===== src/rtl/rot_seq_engine_if.sv =====
// Request/response bundle for rot_seq_engine: vector in, rotated vector out,
// each side with its own valid/ready pair plus a busy indication.
interface rot_seq_engine_if #(
    parameter int CORDIC_WIDTH = 22,
    parameter int N_ITER       = 16
);
    logic                           in_valid;
    logic                           in_ready;
    logic signed [CORDIC_WIDTH-1:0] x_in;
    logic signed [CORDIC_WIDTH-1:0] y_in;
    logic        [N_ITER-1:0]       micro_rot_in;
    logic signed [CORDIC_WIDTH-1:0] x_out;
    logic signed [CORDIC_WIDTH-1:0] y_out;
    logic                           out_valid;
    logic                           out_ready;
    logic                           busy;

    // Requester / consumer side
    modport master (
        output in_valid, x_in, y_in, micro_rot_in, out_ready,
        input  in_ready, x_out, y_out, out_valid, busy
    );

    // Engine side
    modport slave (
        input  in_valid, x_in, y_in, micro_rot_in, out_ready,
        output in_ready, x_out, y_out, out_valid, busy
    );
endinterface


===== src/rtl/rot_seq_engine.sv =====
// Iterative CORDIC-style rotation engine. One micro-rotation per cycle with
// shift k; direction bit k of the latched word selects the rotation sense.
// Optional feature macro ROT_GAIN_COMP_EN adds a COMP state that scales the
// result once by ~0.6074 (one extra cycle of latency).
module rot_seq_engine #(
    parameter int CORDIC_WIDTH = 22,
    parameter int N_ITER       = 16
) (
    input  logic                  clk,
    input  logic                  reset,
    rot_seq_engine_if.slave       bus
);
    localparam int K_W = (N_ITER > 1) ? $clog2(N_ITER) : 1;

`ifdef ROT_GAIN_COMP_EN
    typedef enum logic [1:0] {IDLE = 2'd0, ROTATE = 2'd1, COMP = 2'd2, DONE = 2'd3} state_t;
`else
    typedef enum logic [1:0] {IDLE = 2'd0, ROTATE = 2'd1, DONE = 2'd3} state_t;
`endif

    state_t                         r_state;
    state_t                         w_state_nxt;
    logic        [K_W-1:0]          r_k;
    logic        [N_ITER-1:0]       r_dir;
    logic signed [CORDIC_WIDTH-1:0] r_x;
    logic signed [CORDIC_WIDTH-1:0] r_y;
    logic signed [CORDIC_WIDTH-1:0] r_x_out;
    logic signed [CORDIC_WIDTH-1:0] r_y_out;
    logic                           r_in_ready;
    logic                           r_out_valid;
    logic                           r_busy;

    logic signed [CORDIC_WIDTH-1:0] w_x_sh;
    logic signed [CORDIC_WIDTH-1:0] w_y_sh;
    logic signed [CORDIC_WIDTH-1:0] w_x_nxt;
    logic signed [CORDIC_WIDTH-1:0] w_y_nxt;
    logic                           w_last;
    logic                           w_accept;

`ifdef ROT_GAIN_COMP_EN
    // Constant-gain compensation: (v>>>1)+(v>>>3)-(v>>>6)-(v>>>9), wrapping
    function automatic logic signed [CORDIC_WIDTH-1:0] gain_comp(
        input logic signed [CORDIC_WIDTH-1:0] v
    );
        gain_comp = (v >>> 4'd1) + (v >>> 4'd3) - (v >>> 4'd6) - (v >>> 4'd9);
    endfunction
`endif

    assign w_last   = (r_k == K_W'(N_ITER - 1));
    assign w_accept = (r_state == IDLE) && bus.in_valid;

    // One micro-rotation from the pre-iteration x/y; direction taken from bit 0
    // of the shifting direction register (bit k of the original word).
    always_comb begin
        w_x_sh  = r_x >>> r_k;
        w_y_sh  = r_y >>> r_k;
        w_x_nxt = r_x;
        w_y_nxt = r_y;
        if (r_dir[0]) begin
            w_x_nxt = r_x - w_y_sh;
            w_y_nxt = r_y + w_x_sh;
        end else begin
            w_x_nxt = r_x + w_y_sh;
            w_y_nxt = r_y - w_x_sh;
        end
    end

    // Next-state decode
    always_comb begin
        w_state_nxt = r_state;
        case (r_state)
            IDLE: begin
                if (bus.in_valid) w_state_nxt = ROTATE;
                else              w_state_nxt = IDLE;
            end
            ROTATE: begin
                if (w_last) begin
`ifdef ROT_GAIN_COMP_EN
                    w_state_nxt = COMP;
`else
                    w_state_nxt = DONE;
`endif
                end else begin
                    w_state_nxt = ROTATE;
                end
            end
`ifdef ROT_GAIN_COMP_EN
            COMP: w_state_nxt = DONE;
`endif
            DONE: begin
                if (bus.out_ready) w_state_nxt = IDLE;
                else               w_state_nxt = DONE;
            end
            default: w_state_nxt = IDLE;
        endcase
    end

    // State register
    always_ff @(posedge clk) begin
        if (reset) r_state <= IDLE;
        else       r_state <= w_state_nxt;
    end

    // Handshake/status outputs registered from the next state
    always_ff @(posedge clk) begin
        if (reset) begin
            r_in_ready  <= 1'b1;
            r_out_valid <= 1'b0;
            r_busy      <= 1'b0;
        end else begin
            r_in_ready  <= (w_state_nxt == IDLE);
            r_out_valid <= (w_state_nxt == DONE);
            r_busy      <= (w_state_nxt != IDLE);
        end
    end

    // Working datapath and result registers; results load only on DONE entry
    always_ff @(posedge clk) begin
        if (reset) begin
            r_k     <= '0;
            r_dir   <= '0;
            r_x     <= '0;
            r_y     <= '0;
            r_x_out <= '0;
            r_y_out <= '0;
        end else begin
            case (r_state)
                IDLE: begin
                    if (w_accept) begin
                        r_x   <= bus.x_in;
                        r_y   <= bus.y_in;
                        r_dir <= bus.micro_rot_in;
                        r_k   <= '0;
                    end
                end
                ROTATE: begin
                    r_x   <= w_x_nxt;
                    r_y   <= w_y_nxt;
                    r_dir <= r_dir >> 1;
                    r_k   <= r_k + K_W'(1);
`ifndef ROT_GAIN_COMP_EN
                    if (w_last) begin
                        r_x_out <= w_x_nxt;
                        r_y_out <= w_y_nxt;
                    end
`endif
                end
`ifdef ROT_GAIN_COMP_EN
                COMP: begin
                    r_x_out <= gain_comp(r_x);
                    r_y_out <= gain_comp(r_y);
                end
`endif
                DONE: begin
                    r_k <= r_k;
                end
                default: begin
                    r_k <= '0;
                end
            endcase
        end
    end

    assign bus.in_ready  = r_in_ready;
    assign bus.out_valid = r_out_valid;
    assign bus.busy      = r_busy;
    assign bus.x_out     = r_x_out;
    assign bus.y_out     = r_y_out;

endmodule

===== src/flat_wrapper.sv =====
// flat-port wrapper written by rule: the top's interface ports become plain ports
module rot_seq_engine_flat 
#(
    parameter int CORDIC_WIDTH = 22,
    parameter int N_ITER       = 16
)
  (clk, reset, bus_in_valid, bus_x_in, bus_y_in, bus_micro_rot_in, bus_out_ready, bus_in_ready, bus_x_out, bus_y_out, bus_out_valid, bus_busy);
  rot_seq_engine_if #(.CORDIC_WIDTH(CORDIC_WIDTH), .N_ITER(N_ITER)) bus_i ();
  input  logic clk;
  input  logic reset;
  input wire logic [$bits(bus_i.in_valid)-1:0] bus_in_valid;
  input wire logic [$bits(bus_i.x_in)-1:0] bus_x_in;
  input wire logic [$bits(bus_i.y_in)-1:0] bus_y_in;
  input wire logic [$bits(bus_i.micro_rot_in)-1:0] bus_micro_rot_in;
  input wire logic [$bits(bus_i.out_ready)-1:0] bus_out_ready;
  output wire logic [$bits(bus_i.in_ready)-1:0] bus_in_ready;
  output wire logic [$bits(bus_i.x_out)-1:0] bus_x_out;
  output wire logic [$bits(bus_i.y_out)-1:0] bus_y_out;
  output wire logic [$bits(bus_i.out_valid)-1:0] bus_out_valid;
  output wire logic [$bits(bus_i.busy)-1:0] bus_busy;
  assign bus_i.in_valid = bus_in_valid;
  assign bus_i.x_in = bus_x_in;
  assign bus_i.y_in = bus_y_in;
  assign bus_i.micro_rot_in = bus_micro_rot_in;
  assign bus_i.out_ready = bus_out_ready;
  assign bus_in_ready = bus_i.in_ready;
  assign bus_x_out = bus_i.x_out;
  assign bus_y_out = bus_i.y_out;
  assign bus_out_valid = bus_i.out_valid;
  assign bus_busy = bus_i.busy;
  rot_seq_engine #(.CORDIC_WIDTH(CORDIC_WIDTH), .N_ITER(N_ITER)) u_core (.clk(clk), .reset(reset), .bus(bus_i));
endmodule

===== config.mk =====
export PLATFORM = sky130hd
export DESIGN_NAME = rot_seq_engine_flat
export DESIGN_NICKNAME = d
export VERILOG_FILES = /design/src/rtl/rot_seq_engine_if.sv /design/src/rtl/rot_seq_engine.sv /design/src/flat_wrapper.sv
export SDC_FILE = /design/constraint.sdc
export NUM_CORES = 1
export LEC_CHECK = 0
export CAP_MARGIN = 20
export CORE_MARGIN = 2
export CORE_UTILIZATION = 40
export DETAILED_ROUTE_END_ITERATION = 16
export SYNTH_ARGS = -nofsm -noshare
export SYNTH_HDL_FRONTEND = slang
export SYNTH_SLANG_ARGS = --single-unit
export TNS_END_PERCENT = 5

===== constraint.sdc =====
create_clock -name clk -period 14.4 [get_ports clk]
set_clock_uncertainty 0.2 [all_clocks]
set_input_delay 1.44 -clock clk [delete_from_list [all_inputs] [get_ports clk]]
set_output_delay 1.44 -clock clk [all_outputs]
set_load 0.05 [all_outputs]

# Word level (Yosys, flattened, before mapping)
# Index checks and enable logic that the tools add are counted.
[totals]
reg_bits = 113
output_inout_bits = 47
word_cells = 45
[op_classes]
n_addsub = 5
n_eq_ne = 5
n_shift = 2
mux = 14
bitwise = 1
reduce_logical = 8
[op_table]
columns = ["cell", "count"]
rows = [
  ["$mux W22", 4],
  ["$pmux W22 S2", 2],
  ["$add A22 B22 Y22", 2],
  ["$sshr A22 B4 Y22", 2],
  ["$sub A22 B22 Y22", 2],
  ["$pmux W16 S2", 1],
  ["$mux W16", 1],
  ["$pmux W4 S3", 1],
  ["$pmux W2 S3", 1],
  ["$reduce_and A2 Y1", 3],
  ["$add A4 B1 Y4 const B", 1],
  ["$eq A2 B2 Y1 const B", 2],
  ["$eq A4 B4 Y1 const B", 1],
  ["$logic_not A2 Y1", 2],
  ["$mux W2", 2],
  ["$mux W4", 1],
  ["$reduce_bool A2 Y1", 2],
  ["$eq A2 B1 Y1 const B", 1],
  ["$ne A2 B1 Y1 const B", 1],
  ["$logic_and A1 B1 Y1", 1],
  ["$mux W1", 1],
  ["$not A1 Y1", 1],
]

# Depth between registers and ports, before layout
[depth]
depth_word = 4
mapped_depth = 24
depth_no_buf = 20

# Worst setup path after synthesis
# Ideal clock, no wire load.
[synth_timing]
path_kind = "register to register"
from = "register u_core.r_k[3]"
to = "register u_core.r_y[21]"
setup_ns = 0.103
arrival_ns = 4.704
required_ns = 14.097
setup_slack_ns = 9.393
path_stages_with_launch = 22
synth_period_minus_slack_ns = 5.007
cell_sequence = "dfxtp_1 clkbuf_8 clkbuf_1 clkbuf_8 clkbuf_1 clkbuf_1 clkbuf_1 o21ai_0 ha_1 and3_2 and2_1 a21oi_1 xor2_1 mux2i_1 ha_1 a21o_1 a21oi_1 and4b_1 o31a_1 o21ai_0 nor3b_2 a2111oi_2"
[synth_via]
elab_chain_len = 4
elab_cells_between_ends = 5
[synth_lines]
columns = ["element", "line", "rtl"]
rows = [
  ["start, declared", "rot_seq_engine.sv:23", "logic [K_W-1:0] r_k;"],
  ["start signal, assigned", "rot_seq_engine.sv:140", "r_k <= r_k + K_W'(1);"],
  ["start signal, assigned", "rot_seq_engine.sv:155", "r_k <= r_k;"],
  ["$sshr A22 B4 Y22 *", "rot_seq_engine.sv:55", "w_x_sh = r_x >>> r_k;"],
  ["$sub A22 B22 Y22 or $add A22 B22 Y22 (tied branches)", "rot_seq_engine.sv:64, rot_seq_engine.sv:61", ""],
  ["$mux W22 *", "rot_seq_engine.sv:59", "if (r_dir[0]) begin"],
  ["$pmux W22 S2 *", "rot_seq_engine.sv:127", "case (r_state)"],
  ["end signal, assigned", "rot_seq_engine.sv:131", "r_y <= bus.y_in;"],
  ["end signal, assigned", "rot_seq_engine.sv:138", "r_y <= w_y_nxt;"],
  ["end, declared", "rot_seq_engine.sv:26", "logic signed [CORDIC_WIDTH-1:0] r_y;"],
]
# Mark *: on every way between the ends. The rest lies on a longest branch, timed or not.
# A chain may end at the register's enable or synchronous reset.

# Worst setup path in the final report
[layout_timing]
from = "register u_core.r_k[1]"
to = "register u_core.r_x[21]"
[layout_via]
elab_chain_len = 4
elab_cells_between_ends = 5
[layout_lines]
columns = ["element", "line", "rtl"]
rows = [
  ["$sshr A22 B4 Y22 *", "rot_seq_engine.sv:56", "w_y_sh = r_y >>> r_k;"],
  ["$add A22 B22 Y22 or $sub A22 B22 Y22 (tied branches)", "rot_seq_engine.sv:63, rot_seq_engine.sv:60", ""],
  ["$mux W22 *", "rot_seq_engine.sv:59", ""],
  ["$pmux W22 S2 *", "rot_seq_engine.sv:127", ""],
  ["end signal, assigned", "rot_seq_engine.sv:130", "r_x <= bus.x_in;"],
  ["end signal, assigned", "rot_seq_engine.sv:137", "r_x <= w_x_nxt;"],
  ["end, declared", "rot_seq_engine.sv:25", "logic signed [CORDIC_WIDTH-1:0] r_x;"],
]
# Marked as above.

==> results.cfg <==
[clock_tree]
clk_pin_slew_ns = 0.06
clock_latency_ns = 0.43
cts.htree.levels = 4
cts_tree = yes
cts_resized = 0
hold_buffers = 0
numClockSinks = 113
post_cts_buffers = 0
cts_buffers = 17
clk_path_buf_depth = 2
root_buffer = clkbuf_16

[outcome]
status = finished, final reports clean

[synthesis]
synth.top_cells.by_count = nand2_1 (138), nor2_1 (116), a21oi_1 (114)
yosys_warnings = 0
synthTopCellsByArea = dfxtp_1 (22%), mux2i_1 (8.9%), ha_1 (6.2%), mux4_1 (6.0%), a211oi_1 (5.9%)
synth_most_common_cell = nand2_1
synthArstFlopShare = 0
yosysTopAreaCell = dfxtp_1
synth.top_cell.area_share = 0.225
synth-main-ff-cell = dfxtp_1
ys_seq_area_frac = 0.225
synth-seq-cells = 113
yosysUniqueCellTypes = 83
synth_area_mm2 = 0.0101
syn_area_per_cell_um2 = 8.45
synth_nets = 1306
syn_inst = 1190
synth_edf_count = 0

[cells_and_area]
nNetsFinal = 1361
syn2layout_area_growth_pct = 17.2
drive_gt1_frac = 0.0795
diodes = 0

[setup_path]
path_class = reg2reg
r2r-end = u_core.r_x[21]
max_stage_delay_ns = 0.71
cp.required_ns = 14.54
start_kind = flip-flop
crit-reg2reg-launch = u_core.r_k[1]
crit_chain = buf_4, mux4_1, mux2_2, a21oi_1, ha_1, a21oi_1, ha_1, nor2b_1, o31a_1, o21ai_0, a31oi_1, a221oi_1, o21ai_0, a31oi_1, xnor3_1, a211oi_1
crit_path_end_kind = flip-flop
cp.arrival_ns = 6.28
worstPathMaxFanout = 59
r2r_setup_slack_ns = 8.26
ff2ff_path_depth = 16
slowest_stage = mux4_1

[die]
num_rows = 58
die_w_um = 163
die_area_mm2 = 0.0264
boundaryPins = 111
fp.coreArea_mm2 = 0.0250
start_util = 0.403
die-height_um = 163

[job]
drv_cap = 0

[route]
post-route-drc-count = 0
detail-route-antenna-nets = 0
initialDrtViolationCount = 656
vias = 9200
routed_via_density = 5.79
drt-total-wl_um = 30500
post_drt_wl_per_cell_um = 19.2
drtPass1Iterations = 5

[power]
p_leak_nw = 4.48
peakVddDrop_mv = 0.0817
p_per_area_mw_per_mm2 = 171

[sta]
period_minus_slack_ns = 6.14
finalHoldViolCount = 0
timing.setup.tns_ns = 0
fin_hold_ws_ns = 0.251
finalCritPeriodShare = 0.426
drv_slew = 0
max_freq_ghz = 0.163
timing.slew.headroom = 0.375
rsz0062_at_grt = no
tightest_slew_ns = 0.931
setup_viol = 0

[global_routing]
track_usage = 0.231
first_global_vias = 8656
globalRouteOverflowTotal = 0
grt_antenna_before_repair = 0
grt_max_degree = 75
grt_pass1_wl_um = 47800

[worst_hold_path]
hold_path.startpoint = u_core.bus.y_out[1]
min_delay_worst_endpoint = u_core.bus.y_out[1]
whs_path_depth = 2
min_path_type = reg2reg

[place]
hpwl_um = 22500
place_congestion = 0.903
io_buffers = 110
==> routing by layer <==
metal,up-vias,GRT usage,part of all wire
li1,4492,-,-
met1,4395,0.332,0.48
met2,268,0.351,0.44
met3,45,0.0441,0.055
met4,0,0.0680,0.021
met5,-,0,0
==> per-stage QoR <==
step	power (W)	utilization	setup slack [ns]	instances	instance area (µm²)
floorplan	0.00128	-	9.39	1190	10100
global placement	0.00155	0.446	8.43	1554	11100
detailed placement	0.00156	0.446	8.31	1554	11100
CTS	0.00201	0.470	8.29	1586	11700
global route	0.00216	0.472	7.67	1588	11800
finish	0.00202	0.472	8.26	1588	11800
==> cells by family (layout without fill, tap and decap cells) <==
kind of cell    count (synthesis)  count (layout)  synth area share
simple gates                  365             365             0.165
flops                         113             113             0.225
mux                           141             141             0.201
fa+ha+maj                      52              52            0.0662
compound gates                339             339             0.218
xor+xnor                       71              71            0.0639
buf+inv                       109             177            0.0607
==> worst max-delay path, delay by kind of cell (launching register included) <==
family | cells | cell delay [ns]
flip-flops | 1 | 0.44
buffers and inverters | 1 | 0.67
AO/OA/AOI/OAI | 9 | 2.74
adder cells (fa/ha/maj) | 2 | 0.57
multiplexers | 2 | 1.01
AND/OR/NAND/NOR | 1 | 0.14
XOR/XNOR | 1 | 0.28
==> worst max-delay path by stage <==
| stage | to | start | slack, ns | cells after the start |
|---|---|---|---|---|
| CTS | u_core.bus.x_out[19] | u_core.r_k[1] | 8.29 | 16 |
| finish | u_core.r_x[21] | u_core.r_k[1] | 8.26 | 16 |
| global placement | u_core.r_x[19] | u_core.r_k[1] | 8.43 | 16 |
| global route | u_core.r_y[20] | u_core.r_k[1] | 7.67 | 18 |
| floorplan | u_core.r_y[21] | u_core.r_k[3] | 9.39 | 21 |
| detailed placement | u_core.bus.x_out[19] | u_core.r_k[1] | 8.31 | 16 |
==> registers in the layout (all words and copies together), names as in the netlist <==
name and count:
u_core.bus.busy 1, u_core.bus.in_ready 1, u_core.bus.out_valid 1, u_core.bus.x_out 22, u_core.bus.y_out 22, u_core.r_dir 16
u_core.r_k 4, u_core.r_state 2, u_core.r_x 22, u_core.r_y 22
==> placed cells by master, fill, tap and decap left out, drive strengths merged, types with 6 or more instances in the layout <==
cell type,Yosys,routed
nand2,139,139
nor2,116,116
a21oi,115,115
dfxtp,113,113
clkdlybuf4s50,1,109
mux2i,90,90
a211oi,79,79
ha,50,50
o21ai,49,49
xnor2,46,46
mux4,40,40
inv,23,31
xor2,24,24
nor2b,18,18
clkbuf,58,17
nand3,16,16
nor3,15,15
a21o,13,13
nand2b,13,13
a31oi,13,13
buf,25,12
mux2,11,11
o21a,10,10
and2,10,10
o211ai,8,8
o21bai,8,8
nand3b,8,8
and3,8,8
a221oi,6,6
==> power by group <==
group          switching, W  internal (W)
combinational      0.000651      0.000484
sequential        0.0000896      0.000349
clock              0.000182      0.000261
total              0.000923       0.00109
==> area by class of cell <==
type,count,area (µm²)
Clock buffer,17,425
Clock inverter,15,174
Fill cell,2476,13200
Inverter,24,90.1
Multi-Input combinational cell,968,7210
Sequential cell,113,2270
Tap cell,330,413
Timing Repair Buffer,121,1210
No activity file was read; power rests on OpenSTA's default activity.
==> RTL change 1, RTL diff (same settings) <==
The 3 states of `state_t` get a one-hot encoding in 3 bits.
--- a/src/rtl/rot_seq_engine.sv
+++ b/src/rtl/rot_seq_engine.sv
@@ -16,5 +16,5 @@
     typedef enum logic [1:0] {IDLE = 2'd0, ROTATE = 2'd1, COMP = 2'd2, DONE = 2'd3} state_t;
 `else
-    typedef enum logic [1:0] {IDLE = 2'd0, ROTATE = 2'd1, DONE = 2'd3} state_t;
+    typedef enum logic [2:0] {IDLE = 3'b001, ROTATE = 3'b010, DONE = 3'b100} state_t;
 `endif
 
Formal check against the unedited RTL: same outputs for any inputs over 10 cycles, from zero or initial values and one cycle with reset high; not proved beyond that.
==> RTL change 1 against the original RTL <==
Non-clock buffer count is 1 higher. First-iteration DRC count is 32% higher. Setup slack better by 0.017 ns. Sequential cell count is 1 higher. Area after synthesis is 2.7% lower. Critical path depth is 3 higher. Final cell count is 1.6% higher. Cell area is 1.6% lower. Routed wire length is 4.6% higher.
Power is not compared: it rests on default switching activity, and its combinational part moved more than twofold at a synthesized area within 25%.
==> RTL change 1: results (changes against the original RTL) <==
- Metal2 WL: 14.3 mm (was 13.4 mm)
- CTS max path bufs: 2 (unchanged)
- Part of the Yosys area used for sequential elements: 0.233 (was 0.225)
- Critical-path maximum fanout: 53 (was 59)
- Pre-CTS setup slack: 8.46 ns (was 8.31 ns)
- Largest net degree at the start of global routing: 73 (was 75)
- Synth Net Count: 1335 (was 1306)
- Layout cells sized above 1: 0.0884 (was 0.0795)
- Leading cell types by count after synthesis: nand2_1, a21oi_1, dfxtp_1 (was nand2_1, nor2_1, a21oi_1)
- Worst-Margin Slew: 0.950 ns (was 0.931 ns)
- Outcome: finished, final reports clean (unchanged)
- Slowest cell delay on critical path: 0.63 ns (was 0.71 ns)
- Post-detail-place hpwl: 23.0 mm (was 22.5 mm)
- Nets: 1392 (was 1361)
- Post-synth cell types: 75 (was 83)
- Avg Cell Area, Syn: 8.03 um2 (was 8.45 um2)
- Cell total after placement: 1581 (was 1554)
- Post-route core utilization: 0.480 (was 0.472)
- First-pass GRT wire length: 50.0 mm (was 47.8 mm)
- Area after DPL: 0.0110 mm2 (was 0.0111 mm2)
- Data arrival, critical path: 6.24 ns (was 6.28 ns)
- Number of global-route vias before repair: 9011 (was 8656)
- Fillers: 2392 (was 2476)
- Slowest CP cell: mux4_2 (was mux4_1)
- Met3 WL: 2.24 mm (was 1.67 mm)
- DRC violation total after the first TritonRoute iteration: 868 (was 656)
- DR WL/cell: 19.8 um (was 19.2 um)
- M1 WL: 14.7 mm (about the same)
- Global Route Usage Sum: 0.244 (was 0.231)
- Synth top area cells: dfxtp_1, a21oi_1, mux4_2 (was dfxtp_1, mux2i_1, ha_1)
## RTL change 1: final timing paths
check,from,end,slack (ns),cells after the start
setup reg to reg,u_core.r_k[0],u_core.r_y[19],8.28,19
setup / recovery,u_core.r_k[0],u_core.r_y[19],8.28,19
hold / removal,u_core.bus.y_out[16],u_core.bus.y_out[16],0.25,2
hold reg to reg,u_core.bus.y_out[16],u_core.bus.y_out[16],0.25,2
## RTL change 1: logic make-up after synthesis
kind of cell | Yosys count | synth area share
and+or+nand+nor | 396 | 0.187
AOI/OAI and AO/OA | 370 | 0.241
DFF | 114 | 0.233
buffers and inverters | 107 | 0.0471
muxes | 107 | 0.159
xor gates and xnor gates | 73 | 0.0653
adders and majority gates | 52 | 0.0680
## RTL change 1: layout make-up
class,count,share of cell area
Inverter,23,0.00744
Multi-Input combinational cell,998,0.610
Tap cell,324,0.0349
Timing Repair Buffer,122,0.102
Clock inverter,15,0.0116
Sequential cell,114,0.197
Clock buffer,17,0.0367
## RTL change 1: metal layers
layer,up-vias,track usage
met2,322,0.372
met1,4674,0.345
met3,47,0.0493
met4,0,0.0815
li1,4608,-
met5,-,0
## RTL change 1: critical path: cells and delay by family, from the launching register on
| kind | cells | cell delay, ns |
|---|---|---|
| adder cells (fa/ha/maj) | 2 | 0.55 |
| multiplexers | 2 | 0.95 |
| flip-flops | 1 | 0.31 |
| buffers and inverters | 3 | 1.19 |
| AO/OA/AOI/OAI | 9 | 2.30 |
| AND/OR/NAND/NOR | 2 | 0.31 |
| XOR/XNOR | 1 | 0.18 |
## RTL change 1: power by group through the flow
stage                     combinational (W)  clock (W)  sequential, W
after CTS                          0.000500   0.000422       0.000361
final                              0.000508   0.000415       0.000363
after detailed placement           0.000495          0       0.000368
after global placement             0.000497          0       0.000368
after floorplan                    0.000370          0       0.000352
after global routing               0.000559   0.000433       0.000364
## RTL change 1: through the flow
stage          total power [W]  hold slack, ns
5_1_grt                0.00136           0.274
3_5_place_dp          0.000863           0.246
3_3_place_gp          0.000865           0.243
6_report               0.00129           0.253
2_1_floorplan         0.000722           0.237
4_1_cts                0.00128           0.257
==> RTL change 2, RTL diff (same flow settings) <==
Without the edit above. `N_ITER` is set to 16 in 3 places; all go to 32.
--- a/src/rtl/rot_seq_engine_if.sv
+++ b/src/rtl/rot_seq_engine_if.sv
@@ -3,5 +3,5 @@
 interface rot_seq_engine_if #(
     parameter int CORDIC_WIDTH = 22,
-    parameter int N_ITER       = 16
+    parameter int N_ITER       = 32
 );
     logic                           in_valid;
--- a/src/rtl/rot_seq_engine.sv
+++ b/src/rtl/rot_seq_engine.sv
@@ -5,5 +5,5 @@
 module rot_seq_engine #(
     parameter int CORDIC_WIDTH = 22,
-    parameter int N_ITER       = 16
+    parameter int N_ITER       = 32
 ) (
     input  logic                  clk,
--- a/src/flat_wrapper.sv
+++ b/src/flat_wrapper.sv
@@ -3,5 +3,5 @@
 #(
     parameter int CORDIC_WIDTH = 22,
-    parameter int N_ITER       = 16
+    parameter int N_ITER       = 32
 )
   (clk, reset, bus_in_valid, bus_x_in, bus_y_in, bus_micro_rot_in, bus_out_ready, bus_in_ready, bus_x_out, bus_y_out, bus_out_valid, bus_busy);
Interface: changed (resized bus_micro_rot_in); port bits go from 111 to 127. The function was not compared with the original's and may differ.
==> RTL change 2 against the original RTL <==
Cell area up 14%. Power up 14%. Routed wire length up 21%. Sequential power up 17%. Sequential cell count up 17. Non-clock buffer count up 20. Area after synthesis up 13%. Setup slack better by 0.012 ns.
==> RTL change 2: results (changes against the original RTL) <==
- Leakage: 4.96 nW (was 4.48 nW)
- Synth top area cells: dfxtp_1, mux2i_1, mux4_2 (was dfxtp_1, mux2i_1, ha_1)
- Worst-case reg-to-reg path depth: 19 (was 16)
- DRC violation total after the first TritonRoute iteration: 998 (was 656)
- First-pass GRT wire length: 58.4 mm (was 47.8 mm)
- Antenna violations before repair: 1 (was 0)
- Hold WC Path Type: reg -> reg (unchanged)
- Global Route Usage Sum: 0.243 (was 0.231)
- Part of the Yosys area used for sequential elements: 0.228 (was 0.225)
- Final Wtd Congestion: 0.946 (was 0.903)
- Leading cell types by count after synthesis: nor2_1, dfxtp_1, nand2_1 (was nand2_1, nor2_1, a21oi_1)
- Initial DRT Pass Iterations: 6 (was 5)
- DRT Wirelength: 36.9 mm (was 30.5 mm)
- Synth Net Count: 1494 (was 1306)
- Nets: 1553 (was 1361)
- Peak VDD IR: 86.7 uV (was 81.7 uV)
- DR WL/cell: 20.4 um (was 19.2 um)
- Worst-Margin Slew: 1.09 ns (was 0.931 ns)
- CTS max path bufs: 2 (unchanged)
- Port bufs: 126 (was 110)
- Mapped Cells: 1361 (was 1190)
- Routed vias/inst: 6.03 (was 5.79)
- Data arrival, critical path: 6.27 ns (was 6.28 ns)
- Cell total after placement: 1778 (was 1554)
- Number of global-route vias before repair: 10200 (was 8656)
- CTS Hold Bufs: 0 (unchanged)
- Post-detail-place hpwl: 27.0 mm (was 22.5 mm)
- Layout cells sized above 1: 0.0963 (was 0.0795)
- Outcome: finished, final reports clean (unchanged)
- Critical-path maximum fanout: 38 (was 59)
- Post-synth cell types: 93 (was 83)
- Fillers: 2761 (was 2476)
- Largest net degree at the start of global routing: 88 (was 75)
## RTL change 2: kinds of logic (layout without fill, tap and decap cells)
kind of cell,count (synthesis),after routing,share of synthesized area
flops,130,130,0.228
simple gates,426,426,0.182
compound gates,392,392,0.230
mux,165,165,0.198
fa+ha+maj,53,53,0.0594
xor+xnor,67,67,0.0514
buf+inv,128,200,0.0521
## RTL change 2: worst paths after layout
kind,to,from,slack [ns]
setup / recovery,u_core.r_y[18],u_core.r_k[2],8.27
hold / removal,u_core.bus.x_out[9],u_core.bus.x_out[9],0.26
setup reg to reg,u_core.r_y[18],u_core.r_k[2],8.27
hold reg to reg,u_core.bus.x_out[9],u_core.bus.x_out[9],0.26
## RTL change 2: area by class of cell
type / count / share of cell area
timing repair buffer: 141 / 0.103
multi-input combinational: 1103 / 0.614
inverter: 27 / 0.00756
clock inverter: 15 / 0.0140
sequential: 130 / 0.195
tap: 378 / 0.0353
clock buffer: 17 / 0.0317
## RTL change 2: routing by layer
metal,vias to the layer above,GRT usage,part of all wire
met3,58,0.0545,0.079
met1,5206,0.347,0.46
met5,-,0,0
met2,438,0.365,0.44
li1,5210,-,-
met4,0,0.0752,0.021
## RTL change 2: worst max-delay path, stage by stage (launching register included)
cell      delay [ns]
dfxtp_2         0.77
buf_4           0.50
inv_1           0.37
o32ai_1         0.44
o21ai_0         0.15
o211ai_1        0.29
inv_1           0.09
ha_1            0.30
nor2_1          0.09
a21oi_1         0.09
fa_1            0.49
a211oi_1        0.30
o21ai_0         0.19
a31o_2          0.29
a311oi_1        0.55
o211ai_1        0.21
a31oi_1         0.23
xnor2_1         0.17
nor2_1          0.06
a211oi_1        0.21
## RTL change 2: stage by stage
stage	instance area, um2	worst slack (ns)	power (W)
6_report	13400	8.27	0.00230
5_1_grt	13400	7.84	0.00247
4_1_cts	13400	8.43	0.00229
3_5_place_dp	12800	8.49	0.00181
3_3_place_gp	12800	8.50	0.00181
2_1_floorplan	11400	9.30	0.00149
## RTL change 2: where the power goes
part	total (W)	switching, W	internal [W]
clock network	0.000463	0.000199	0.000264
logic	0.00132	0.000755	0.000567
registers	0.000514	0.000111	0.000404
total	0.00230	0.00106	0.00123
